===== config.mk =====
export PLATFORM = sky130hd
export DESIGN_NAME = uart_reg_bridge_flat
export DESIGN_NICKNAME = d
export VERILOG_FILES = /design/src/rtl/uart_reg_bridge_if.sv /design/src/rtl/uart_reg_bridge.sv /design/src/flat_wrapper.sv
export SDC_FILE = /design/constraint.sdc
export NUM_CORES = 1
export LEC_CHECK = 0
export ABC_AREA = 0
export BUFFER_PORTS_ARGS = -buffer_cell sky130_fd_sc_hd__buf_2
export CORE_ASPECT_RATIO = 1.4
export CORE_UTILIZATION = 48
export DETAILED_ROUTE_END_ITERATION = 16
export PLACE_DENSITY = 0.78
export SLEW_MARGIN = 20
export SYNTH_ARGS = -nofsm -noshare
export SYNTH_HDL_FRONTEND = slang
export SYNTH_SLANG_ARGS = --single-unit

===== constraint.sdc =====
create_clock -name CK_i -period 2.6 [get_ports CK_i]
set_input_delay 0.52 -clock CK_i [delete_from_list [all_inputs] [get_ports CK_i]]
set_output_delay 0.52 -clock CK_i [all_outputs]
set_load 0.05 [all_outputs]

===== src/rtl/uart_reg_bridge_if.sv =====
// rtl/uart_reg_bridge_if.sv - UART and register-bus signal bundle for uart_reg_bridge
// Purpose: groups the UART RX/TX handshake, the register-file bus and the status
//          flags of the bridge so they travel as one port.
// Signals:
//   RX_BYTEs_i / RX_DONE_i            received byte and its 1-cycle strobe
//   TX_BYTEs_o / TX_REQ_o / TX_ACK_i  byte to transmit, request level, accept pulse
//   ADRs_o / WDATs_o / WT_o / RD_o    register address, write data, strobes
//   RDATs_i                           register read data (combinational from the file)
//   BUSY_o / OVF_o / TMO_o            not idle, sticky dropped byte, write timeout pulse
// Modports: master = the bridge, slave = UART cores plus register file.
interface uart_reg_bridge_if #(
   parameter int C_DAT_W = 8,
   parameter int C_ADR_W = 4
);
   logic [7:0]         RX_BYTEs_i;
   logic               RX_DONE_i;
   logic [7:0]         TX_BYTEs_o;
   logic               TX_REQ_o;
   logic               TX_ACK_i;
   logic [C_ADR_W-1:0] ADRs_o;
   logic [C_DAT_W-1:0] WDATs_o;
   logic               WT_o;
   logic               RD_o;
   logic [C_DAT_W-1:0] RDATs_i;
   logic               BUSY_o;
   logic               OVF_o;
   logic               TMO_o;

   modport master (
      input  RX_BYTEs_i, RX_DONE_i, TX_ACK_i, RDATs_i,
      output TX_BYTEs_o, TX_REQ_o, ADRs_o, WDATs_o, WT_o, RD_o, BUSY_o, OVF_o, TMO_o
   );

   modport slave (
      output RX_BYTEs_i, RX_DONE_i, TX_ACK_i, RDATs_i,
      input  TX_BYTEs_o, TX_REQ_o, ADRs_o, WDATs_o, WT_o, RD_o, BUSY_o, OVF_o, TMO_o
   );
endinterface


===== src/rtl/uart_reg_bridge.sv =====
// rtl/uart_reg_bridge.sv - UART byte-command to register-bus bridge
// Purpose: decodes write (cmd bit7=1, then data byte) and read (cmd bit7=0)
//          commands from the UART RX core, drives single-cycle WT/RD strobes on
//          the register bus and returns read data or a write ACK byte (8'h06)
//          to the UART TX core over a REQ/ACK handshake. All outputs registered.
// Ports:
//   CK_i     clock
//   XARST_i  asynchronous reset, active low
//   bus      uart_reg_bridge_if.master (UART RX/TX, register bus, status flags)
module uart_reg_bridge #(
   parameter int C_DAT_W  = 8,
   parameter int C_ADR_W  = 4,
   parameter int C_TMO    = 1000,
   parameter int C_WT_ACK = 1
) (
   input  logic              CK_i,
   input  logic              XARST_i,
   uart_reg_bridge_if.master bus
);
   localparam int               CNT_W    = (C_TMO > 1) ? $clog2(C_TMO) : 1;
   localparam logic [CNT_W-1:0] CNT_LAST = CNT_W'(C_TMO - 1);
   localparam logic [7:0]       ACK_BYTE = 8'h06;

   typedef enum logic [2:0] {
      S_IDLE,
      S_GET_DAT,
      S_WRITE,
      S_READ,
      S_TX_WAIT
   } state_t;

   state_t             state_q, state_d;
   logic [CNT_W-1:0]   cnt_q, cnt_d;
   logic [C_ADR_W-1:0] adr_q, adr_d;
   logic [C_DAT_W-1:0] wdat_q, wdat_d;
   logic [7:0]         tx_byte_q, tx_byte_d;
   logic               tx_req_q, tx_req_d;
   logic               wt_q, wt_d;
   logic               rd_q, rd_d;
   logic               busy_q, busy_d;
   logic               ovf_q, ovf_d;
   logic               tmo_q, tmo_d;

   always_ff @(posedge CK_i or negedge XARST_i) begin
      if (!XARST_i) begin
         state_q   <= S_IDLE;
         cnt_q     <= '0;
         adr_q     <= '0;
         wdat_q    <= '0;
         tx_byte_q <= '0;
         tx_req_q  <= 1'b0;
         wt_q      <= 1'b0;
         rd_q      <= 1'b0;
         busy_q    <= 1'b0;
         ovf_q     <= 1'b0;
         tmo_q     <= 1'b0;
      end else begin
         state_q   <= state_d;
         cnt_q     <= cnt_d;
         adr_q     <= adr_d;
         wdat_q    <= wdat_d;
         tx_byte_q <= tx_byte_d;
         tx_req_q  <= tx_req_d;
         wt_q      <= wt_d;
         rd_q      <= rd_d;
         busy_q    <= busy_d;
         ovf_q     <= ovf_d;
         tmo_q     <= tmo_d;
      end
   end

   // Strobes and TX_REQ are computed for the state being entered, so the
   // registered outputs line up with the registered state.
   always_comb begin
      state_d   = state_q;
      cnt_d     = cnt_q;
      adr_d     = adr_q;
      wdat_d    = wdat_q;
      tx_byte_d = tx_byte_q;
      tx_req_d  = tx_req_q;
      wt_d      = 1'b0;
      rd_d      = 1'b0;
      ovf_d     = ovf_q;
      tmo_d     = 1'b0;

      // Bytes arriving while a bus cycle or reply is in flight cannot be queued.
      if (bus.RX_DONE_i && (state_q == S_WRITE || state_q == S_READ || state_q == S_TX_WAIT)) begin
         ovf_d = 1'b1;
      end

      case (state_q)
         S_IDLE: begin
            if (bus.RX_DONE_i) begin
               adr_d = bus.RX_BYTEs_i[C_ADR_W-1:0];
               if (bus.RX_BYTEs_i[7]) begin
                  state_d = S_GET_DAT;
                  cnt_d   = '0;
               end else begin
                  state_d = S_READ;
                  rd_d    = 1'b1;
               end
            end
         end
         S_GET_DAT: begin
            // A data byte in the last allowed cycle still wins over the timeout.
            if (bus.RX_DONE_i) begin
               wdat_d  = bus.RX_BYTEs_i[C_DAT_W-1:0];
               state_d = S_WRITE;
               wt_d    = 1'b1;
            end else if (cnt_q == CNT_LAST) begin
               tmo_d   = 1'b1;
               state_d = S_IDLE;
            end else begin
               cnt_d = cnt_q + 1'b1;
            end
         end
         S_WRITE: begin
            if (C_WT_ACK != 0) begin
               tx_byte_d = ACK_BYTE;
               tx_req_d  = 1'b1;
               state_d   = S_TX_WAIT;
            end else begin
               state_d = S_IDLE;
            end
         end
         S_READ: begin
            // RDATs_i is valid during the RD_o cycle; capture it zero-extended.
            tx_byte_d = 8'(bus.RDATs_i);
            tx_req_d  = 1'b1;
            state_d   = S_TX_WAIT;
         end
         S_TX_WAIT: begin
            if (bus.TX_ACK_i) begin
               tx_req_d = 1'b0;
               state_d  = S_IDLE;
            end
         end
         default: begin
            state_d  = S_IDLE;
            tx_req_d = 1'b0;
         end
      endcase

      busy_d = (state_d != S_IDLE);
   end

   assign bus.TX_BYTEs_o = tx_byte_q;
   assign bus.TX_REQ_o   = tx_req_q;
   assign bus.ADRs_o     = adr_q;
   assign bus.WDATs_o    = wdat_q;
   assign bus.WT_o       = wt_q;
   assign bus.RD_o       = rd_q;
   assign bus.BUSY_o     = busy_q;
   assign bus.OVF_o      = ovf_q;
   assign bus.TMO_o      = tmo_q;
endmodule

===== src/flat_wrapper.sv =====
// flat-port wrapper written by rule: the top's interface ports become plain ports
module uart_reg_bridge_flat 
#(
   parameter int C_DAT_W  = 8,
   parameter int C_ADR_W  = 4,
   parameter int C_TMO    = 1000,
   parameter int C_WT_ACK = 1
)
  (CK_i, XARST_i, bus_RX_BYTEs_i, bus_RX_DONE_i, bus_TX_ACK_i, bus_RDATs_i, bus_TX_BYTEs_o, bus_TX_REQ_o, bus_ADRs_o, bus_WDATs_o, bus_WT_o, bus_RD_o, bus_BUSY_o, bus_OVF_o, bus_TMO_o);
  uart_reg_bridge_if #(.C_DAT_W(C_DAT_W), .C_ADR_W(C_ADR_W)) bus_i ();
  input  logic CK_i;
  input  logic XARST_i;
  input wire logic [$bits(bus_i.RX_BYTEs_i)-1:0] bus_RX_BYTEs_i;
  input wire logic [$bits(bus_i.RX_DONE_i)-1:0] bus_RX_DONE_i;
  input wire logic [$bits(bus_i.TX_ACK_i)-1:0] bus_TX_ACK_i;
  input wire logic [$bits(bus_i.RDATs_i)-1:0] bus_RDATs_i;
  output wire logic [$bits(bus_i.TX_BYTEs_o)-1:0] bus_TX_BYTEs_o;
  output wire logic [$bits(bus_i.TX_REQ_o)-1:0] bus_TX_REQ_o;
  output wire logic [$bits(bus_i.ADRs_o)-1:0] bus_ADRs_o;
  output wire logic [$bits(bus_i.WDATs_o)-1:0] bus_WDATs_o;
  output wire logic [$bits(bus_i.WT_o)-1:0] bus_WT_o;
  output wire logic [$bits(bus_i.RD_o)-1:0] bus_RD_o;
  output wire logic [$bits(bus_i.BUSY_o)-1:0] bus_BUSY_o;
  output wire logic [$bits(bus_i.OVF_o)-1:0] bus_OVF_o;
  output wire logic [$bits(bus_i.TMO_o)-1:0] bus_TMO_o;
  assign bus_i.RX_BYTEs_i = bus_RX_BYTEs_i;
  assign bus_i.RX_DONE_i = bus_RX_DONE_i;
  assign bus_i.TX_ACK_i = bus_TX_ACK_i;
  assign bus_i.RDATs_i = bus_RDATs_i;
  assign bus_TX_BYTEs_o = bus_i.TX_BYTEs_o;
  assign bus_TX_REQ_o = bus_i.TX_REQ_o;
  assign bus_ADRs_o = bus_i.ADRs_o;
  assign bus_WDATs_o = bus_i.WDATs_o;
  assign bus_WT_o = bus_i.WT_o;
  assign bus_RD_o = bus_i.RD_o;
  assign bus_BUSY_o = bus_i.BUSY_o;
  assign bus_OVF_o = bus_i.OVF_o;
  assign bus_TMO_o = bus_i.TMO_o;
  uart_reg_bridge #(.C_DAT_W(C_DAT_W), .C_ADR_W(C_ADR_W), .C_TMO(C_TMO), .C_WT_ACK(C_WT_ACK)) u_core (.CK_i(CK_i), .XARST_i(XARST_i), .bus(bus_i));
endmodule

==> results of run 1 <==
==> worst reg2reg max path, stage by stage, from the launching register on <==
cell,delay (ns)
dfrtp_1,0.66
nand2b_1,0.32
and2_1,0.27
or4_4,0.44
mux2_2,0.28
==> cell usage after synthesis, drive strengths merged (2+ instances only) <==
cell type  number  area (um^2)
nand3           2         10.0
inv             2         7.51
a2111oi         4         47.6
and2            2         12.5
clkbuf          4         15.0
nor2            7         26.3
nor2b           3         18.8
nand3b          2         27.5
nor4b           2         23.8
xnor2           6         52.6
buf             3         15.0
or4             2         18.8
o21ai           8         40.0
or3             2         12.5
or2             2         12.5
a211oi          2         15.0
nand2          21         78.8
dfrtp          39          976
mux2           13          146
nand4           2         12.5
==> per-stage QoR <==
stage          utilization [%]  instances
2_1_floorplan                -        146
3_3_place_gp              57.8        224
3_5_place_dp              57.8        224
4_1_cts                   59.9        230
5_1_grt                   59.9        230
6_report                  59.9        230
==> power by group <==
part	total, W	switching (W)	internal, W
Combinational	0.00131	0.000940	0.000373
Sequential	0.00102	0.000189	0.000834
Clock	0.000359	0.000181	0.000178
==> logic make-up (layout without fill, tap and decap cells) <==
group	count (synthesis)	count (layout)	synth area share [%]
and+or+nand+nor	56	56	19.3
DFF	39	39	56.6
AOI/OAI and AO/OA	22	22	9.65
muxes	13	13	8.49
buffers and inverters	9	53	2.18
xor gates and xnor gates	6	6	3.05
adders and majority gates	1	1	0.726
==> final timing paths <==
kind                                                 to  cells past startpoint                          from
setup / recovery            u_core.cnt_q[0]$_DFFE_PN0P_                      4   u_core.state_q[0]$_DFF_PN0_
hold / removal              u_core.cnt_q[4]$_DFFE_PN0P_                      1                       XARST_i
setup reg to reg            u_core.cnt_q[0]$_DFFE_PN0P_                      4   u_core.state_q[0]$_DFF_PN0_
hold reg to reg            u_core.bus.OVF_o$_DFFE_PN0P_                      1  u_core.bus.OVF_o$_DFFE_PN0P_
max in group asynchronous     u_core.bus.WT_o$_DFF_PN0_                      1                       XARST_i
min in group CK_i          u_core.bus.OVF_o$_DFFE_PN0P_                      1  u_core.bus.OVF_o$_DFFE_PN0P_
==> flip-flops by register name, indices dropped and copies added (netlist names) <==
name and count:
u_core.bus.WT_o 1, u_core.state_q 3, u_core.bus.RD_o 1, u_core.bus.ADRs_o 4
u_core.bus.TX_REQ_o 1, u_core.bus.BUSY_o 1, u_core.bus.WDATs_o 8, u_core.bus.OVF_o 1
u_core.bus.TMO_o 1, u_core.cnt_q 10, u_core.bus.TX_BYTEs_o 8
==> layout make-up <==
class / count / share of cell area, %
multi-input combinational: 98 / 34.8
sequential: 39 / 47.8
inverter: 2 / 0.368
tap: 40 / 2.45
timing repair buffer: 45 / 11.0
clock buffer: 6 / 3.55
==> routing by layer <==
layer	part of all wire, %	track usage (%)	vias to the layer above
met2	53	33.3	46
met4	0.64	5.85	0
met1	41	23.1	615
met3	6.0	6.88	2
met5	0	0	-
li1	-	-	608
==> flow_summary.toml, run 1 <==
[global_routing]
grt_pass1_wl_um = 5560
grt_max_degree = 40
antenna_found_initial = 0
grt_usage_pct = 19.7
grt-ovfl-total = 0
grt_pass1_vias = 1296

[sta]
period_share_pct = 79.9
setup_viol = 0
clock_skew_ns = 0.00429
tns_ns = 0
finalHoldViolations = 0
rsz0062_at_grt = "false"
timing.hold.ws_ns = 0.342
clock.fmax_mhz = 481
slew_headroom_pct = 43.8
slew_violations = 0
worst_slew_pin_slew_ns = 0.843
setup_ws_ns = 0.522
min_period_ns = 2.08

[detailed_routing]
drt_pass1_iterations = 4
totalWireLength_um = 3260
drt_iter0_drc = 32
drc_errors = 0
wl_per_cell_um = 14.2
vias_per_cell = 5.53
via_count = 1271
drtAntennaViolNets = 0

[finish]
final.fill_count = 288
layout-area-overhead-vs-synth_pct = 18.4
multi_input_area_um2 = 711
final_cell_mix = "45 x buf_2, 39 x dfrtp_1, 21 x nand2_1"
finalNetCount = 212
diodes = 0
seq_area_um2 = 976
layout_commonest_cell = "buf_2"
fin_area_um2 = 2040
layout-drive-gt1-share_pct = 37.9

[placed_design]
hpwlAfterDp_um = 2410
post-place-ws_ns = 0.542
gp_congestion = 0.787
io_buffers = 45
place_area_um2 = 1970

[setup_path]
r2r_slack_ns = 0.52
critical_path_peak_fanout = 16
path_buf_inv = 0
crit_arrival_ns = 2.24
critPathKind = "reg -> reg"
critPathMaxStageDelay_ns = 0.66
end_kind = "flop"
crit_path_start_kind = "flop"
crit_family = "simple AND/OR/NAND/NOR gates"
cp_data_required_time_ns = 2.77
slowest_stage = "dfrtp_1"
crit_chain = "nand2b_1 -> and2_1 -> or4_4 -> mux2_2"

[power]
p_total_w = 0.00269
ir_drop_uv = 919
p_per_area_nw_per_um2 = 1320
leakagePower_nw = 0.948

[outcome]
outcome = "completed"

[yosys]
yosys_warnings = 0
synth_nets = 167
synth_edf_count = 0
synth_area_per_cell_um2 = 11.8
ys_ff_latch = 39
seq_area_frac_synth_pct = 56.6
yosysUniqueCellTypes = 43
synth_flop_cell = "dfrtp_1"
synth_area_um2 = 1720
synthArstFlopShare_pct = 100
syn_inst = 146

[die]
start_util_pct = 50.6
die-area_um2 = 3840
fp.dieW_um = 52.7
coreArea_um2 = 3410
row_count = 25
dieHeight_um = 72.9
pin_count = 46

[clocking]
worstSkewPairLatency_ns = 0.28
cts_tree = "built"
cts_resized = 0
path_clk_slew_ns = 0.07
ctsHoldBuffers = 0
root_buffer = "clkbuf_8"
postCtsSetupBuffers = 0
cts_buffer_depth = 2
cts_made_buffers = 5
h-tree-depth = 2
clock-sinks = 39

[flow_run]
drv_cap = 0

[hold_path]
hold_path.class = "in -> async"
(Power assumes the default switching activity.)
==> run 2, diff against run 1 <==
==> constraint.sdc (replaced) <==
create_clock -name CK_i -period 2 [get_ports CK_i]
set_input_delay 0.4 -clock CK_i [delete_from_list [all_inputs] [get_ports CK_i]]
set_output_delay 0.4 -clock CK_i [all_outputs]
set_load 0.05 [all_outputs]
==> flow_summary.toml, run 2 (same netlist as run 1, synthesis figures left out) <==
[outcome]
outcome = "completed"

[finish]
layout-area-overhead-vs-synth_pct = 24.9
diodes = 0
layout-drive-gt1-share_pct = 41.4
layout_commonest_cell = "buf_2"
multi_input_area_um2 = 713
seq_area_um2 = 976
utilization_pct = 63.2
regMostFlops = "u_core.cnt_q"
largest_reg_flops = 10
finalNetCount = 218
final_cell_mix = "45 x buf_2, 39 x dfrtp_1, 21 x nand2_1"
final.fill_count = 275
fin_area_um2 = 2150

[global_routing]
grt_pass1_vias = 1351
grt_pass1_wl_um = 5770
antenna_found_initial = 0
grt_max_degree = 40
grt-ovfl-total = 0
grt_usage_pct = 20.7

[setup_path]
crit_path_start_kind = "flop"
critPathKind = "reg -> reg"
reg2reg_depth = 5
cp-endpoint = "u_core.cnt_q[0]$_DFFE_PN0P_"
cp_data_required_time_ns = 2.18
end_kind = "flop"
reg2reg_from = "u_core.cnt_q[0]$_DFFE_PN0P_"
critical_path_peak_fanout = 5
rr_endpoint = "u_core.cnt_q[0]$_DFFE_PN0P_"
critPathLaunch = "u_core.cnt_q[0]$_DFFE_PN0P_"
crit_arrival_ns = 2.09
r2r_slack_ns = 0.1

[power]
p_clk_share_pct = 20.0
leakagePower_nw = 1.00
switching_share_pct = 45.5
switchingPower_w = 0.00176
p_int_w = 0.00211
p_comb_share_pct = 46.2
p_per_area_nw_per_um2 = 1800
p_seq_share_pct = 33.8
ir_drop_uv = 1130

[placed_design]
gp_congestion = 0.835
place_area_um2 = 2010
io_buffers = 45
hpwlAfterDp_um = 2570

[detailed_routing]
wl_per_cell_um = 14.7
vias_per_cell = 5.54
totalWireLength_um = 3490
drt_pass1_iterations = 4
via_count = 1319
drtAntennaViolNets = 0
drc_errors = 0
drt_iter0_drc = 38

[sta]
worst_slew_pin_slew_ns = 0.517
slew_headroom_pct = 64.7
slew_violations = 0
setup_viol = 0
min_period_ns = 1.90
finalHoldViolations = 0
tns_ns = 0
clock.fmax_mhz = 525
period_share_pct = 95.2
rsz0062_at_grt = "false"
clock_skew_ns = 0.00479

[clocking]
clock-sinks = 39
postCtsSetupBuffers = 0
worstSkewPairLatency_ns = 0.29
h-tree-depth = 2
cts_tree = "built"
path_clk_slew_ns = 0.08
cts_resized = 0
cts_buffer_depth = 2
cts_made_buffers = 5
root_buffer = "clkbuf_8"
ctsHoldBuffers = 0

[die]
row_count = 25
start_util_pct = 50.6
pin_count = 46
fp.dieW_um = 52.7
dieHeight_um = 72.9
die-area_um2 = 3840
coreArea_um2 = 3410

[flow_run]
drv_cap = 0

[hold_path]
hold_path.class = "in -> async"
run 2: how the worst min path moves through the flow:
stage	startpoint	to	depth (start not counted)
3_3_place_gp	u_core.bus.OVF_o$_DFFE_PN0P_	u_core.bus.OVF_o$_DFFE_PN0P_	1
4_1_cts	XARST_i	u_core.bus.ADRs_o[1]$_DFFE_PN0P_	2
2_1_floorplan	XARST_i	u_core.bus.ADRs_o[0]$_DFFE_PN0P_	0
3_5_place_dp	u_core.bus.OVF_o$_DFFE_PN0P_	u_core.bus.OVF_o$_DFFE_PN0P_	1
5_1_grt	XARST_i	u_core.bus.ADRs_o[3]$_DFFE_PN0P_	2
6_report	XARST_i	u_core.cnt_q[5]$_DFFE_PN0P_	2
run 2: critical path, stage by stage (launching register included):
cell and delay (ns):
dfrtp_1 0.42, ha_2 0.23, nor4bb_1 0.15, and4b_4 0.21, or4_4 0.50, mux2_2 0.28
run 2: power by group through the flow:
stage          clock, W  sequential, W  combinational (W)
2_1_floorplan         0        0.00209           0.000564
3_3_place_gp          0        0.00129            0.00175
3_5_place_dp          0        0.00132            0.00180
4_1_cts        0.000789        0.00131            0.00180
5_1_grt        0.000816        0.00135            0.00190
6_report       0.000776        0.00131            0.00179
run 2: final cells by class:
| class | instances | share of cell area (%) |
|---|---|---|
| clock inverter | 3 | 3.14 |
| timing repair buffer | 51 | 12.6 |
| tap | 40 | 2.32 |
| inverter | 2 | 0.349 |
| clock buffer | 5 | 3.20 |
| sequential | 39 | 45.3 |
| multi-input combinational | 98 | 33.1 |
run 2: per-layer routing:
layer / wire (um) / share of wire [%] / GRT usage (%)
met1: 1340 / 38 / 22.2
met2: 1870 / 54 / 37.1
met3: 208 / 6.0 / 6.46
met4: 66 / 1.9 / 7.60
met5: 0 / 0 / 0
run 2: stage by stage:
stage	worst slack [ns]	hold slack, ns	cells	total power (W)
6_report	0.0957	0.151	238	0.00387
5_1_grt	0.0600	0.195	238	0.00407
2_1_floorplan	0.169	0.104	146	0.00266
4_1_cts	0.0579	0.167	238	0.00390
3_3_place_gp	0.146	0.437	230	0.00304
3_5_place_dp	0.0827	0.443	230	0.00312
==> run 3, diff against run 2 <==
--- a/config.mk
+++ b/config.mk
@@ -8,9 +8,10 @@
 export ABC_AREA = 0
 export BUFFER_PORTS_ARGS = -buffer_cell sky130_fd_sc_hd__buf_2
 export CORE_ASPECT_RATIO = 1.4
-export CORE_UTILIZATION = 48
+export CORE_UTILIZATION = 43
+export CTS_CLUSTER_DIAMETER = 40
 export DETAILED_ROUTE_END_ITERATION = 16
-export PLACE_DENSITY = 0.78
+export PLACE_DENSITY = 0.67
 export SLEW_MARGIN = 20
 export SYNTH_ARGS = -nofsm -noshare
 export SYNTH_HDL_FRONTEND = slang
==> flow_summary.toml, run 3 (same netlist as run 1, synthesis figures left out) <==
[global_routing]
antenna_found_initial = 0
grt_max_degree = 40
grt_pass1_vias = 1379
grt_usage_pct = 18.0
grt_pass1_wl_um = 6080
grt-ovfl-total = 0

[clocking]
root_buffer = "clkbuf_8"
postCtsSetupBuffers = 0
path_clk_slew_ns = 0.07
cts_made_buffers = 5
cts_tree = "built"
cts_buffer_depth = 2
cts_resized = 0
worstSkewPairLatency_ns = 0.29
ctsHoldBuffers = 0
clock-sinks = 39
h-tree-depth = 2

[die]
die-area_um2 = 4270
start_util_pct = 46.1
row_count = 26
dieHeight_um = 76.9
coreArea_um2 = 3740
fp.dieW_um = 55.5
pin_count = 46

[placed_design]
place_area_um2 = 2020
gp_congestion = 0.815
post-place-ws_ns = 0.0179
io_buffers = 45
hpwlAfterDp_um = 2600

[finish]
regMostFlops = "u_core.cnt_q"
finalNetCount = 218
diodes = 0
fin_area_um2 = 2130
layout_commonest_cell = "buf_2"
final.fill_count = 317
utilization_pct = 57.1
largest_reg_flops = 10
final_cell_mix = "45 x buf_2, 39 x dfrtp_1, 21 x nand2_1"
layout-area-overhead-vs-synth_pct = 23.8
layout-drive-gt1-share_pct = 40.9

[power]
p_per_area_nw_per_um2 = 1760
ir_drop_uv = 1170
leakagePower_nw = 1.00

[sta]
clock_skew_ns = 0.00335
timing.hold.ws_ns = 0.152
min_period_ns = 1.93
worst_slew_pin_slew_ns = 0.659
period_share_pct = 96.6
slew_headroom_pct = 55.0
clock.fmax_mhz = 518
finalHoldViolations = 0
setup_viol = 0
rsz0062_at_grt = "false"
setup_ws_ns = 0.0678
slew_violations = 0
tns_ns = 0

[setup_path]
crit_arrival_ns = 2.11
cp_data_required_time_ns = 2.17
crit_chain = "ha_1 -> nor4bb_1 -> and4b_4 -> or4_4 -> mux2_2"
end_kind = "flop"
slowest_stage = "or4_4"
critPathMaxStageDelay_ns = 0.49
critical_path_peak_fanout = 5
critPathKind = "reg -> reg"
crit_path_start_kind = "flop"

[flow_run]
drv_cap = 0

[detailed_routing]
vias_per_cell = 5.51
drtAntennaViolNets = 0
drt_iter0_drc = 47
via_count = 1322
drc_errors = 0
wl_per_cell_um = 14.3
drt_pass1_iterations = 4
totalWireLength_um = 3440

[outcome]
outcome = "completed"

[hold_path]
hold_path.class = "in -> async"
## run 3: changes by cell type in the layout (fill, tap and decap cells not counted)
| cell | change |
|---|---|
| ha_1 | +1 |
| ha_2 | -1 |
| clkbuf_8 | +1 |
| clkinv_2 | +1 |
| clkinvlp_4 | -1 |
| bufinv_16 | -1 |
## run 3: power breakdown
| group | total, W | internal (W) | switching (W) | leakage, nW |
|---|---|---|---|---|
| Sequential | 0.00130 | 0.00108 | 0.000217 | 0.493 |
| Clock | 0.000666 | 0.000403 | 0.000263 | 0.0612 |
| Combinational | 0.00178 | 0.000527 | 0.00125 | 0.447 |
## run 3: routing by layer
metal	part of all wire [%]	GRT usage, %	up-vias
met4	1.9	9.50	0
met5	0	0	-
met2	54	32.8	45
met3	5.3	3.88	9
met1	38	19.1	646
li1	-	-	622
## run 3: critical path, delay by kind of cell (launching register included)
family        cells  cell delay, ns
mux               1            0.27
flops             1            0.41
fa+ha+maj         1            0.27
simple gates      3            0.86
## run 3: path summary, 6_finish.rpt
check	startpoint	depth (start not counted)	endpoint	slack, ns
min	XARST_i	2	u_core.cnt_q[9]$_DFFE_PN0P_	0.15
min reg2reg	u_core.bus.OVF_o$_DFFE_PN0P_	1	u_core.bus.OVF_o$_DFFE_PN0P_	0.45
max reg2reg	u_core.cnt_q[0]$_DFFE_PN0P_	5	u_core.cnt_q[0]$_DFFE_PN0P_	0.07
max	u_core.cnt_q[0]$_DFFE_PN0P_	5	u_core.cnt_q[0]$_DFFE_PN0P_	0.07
max in group asynchronous	XARST_i	2	u_core.bus.OVF_o$_DFFE_PN0P_	1.51
min in group CK_i	bus_RX_BYTEs_i[4]	2	u_core.bus.WDATs_o[4]$_DFFE_PN0P_	0.34
## run 3: metrics by stage
stage | instances | total power, W
2_1_floorplan | 146 | 0.00266
5_1_grt | 240 | 0.00396
6_report | 240 | 0.00375
3_3_place_gp | 232 | 0.00305
4_1_cts | 240 | 0.00379
3_5_place_dp | 232 | 0.00311
## run 3: layout make-up
type                       instances  area [um^2]  share of cell area, %
clock buffer                       6         82.6                   3.87
timing repair buffer              51          270                   12.7
sequential                        39          976                   45.7
clock inverter                     2         35.0                   1.64
tap                               42         52.6                   2.46
multi-input combinational         98          711                   33.3
inverter                           2         7.51                  0.352
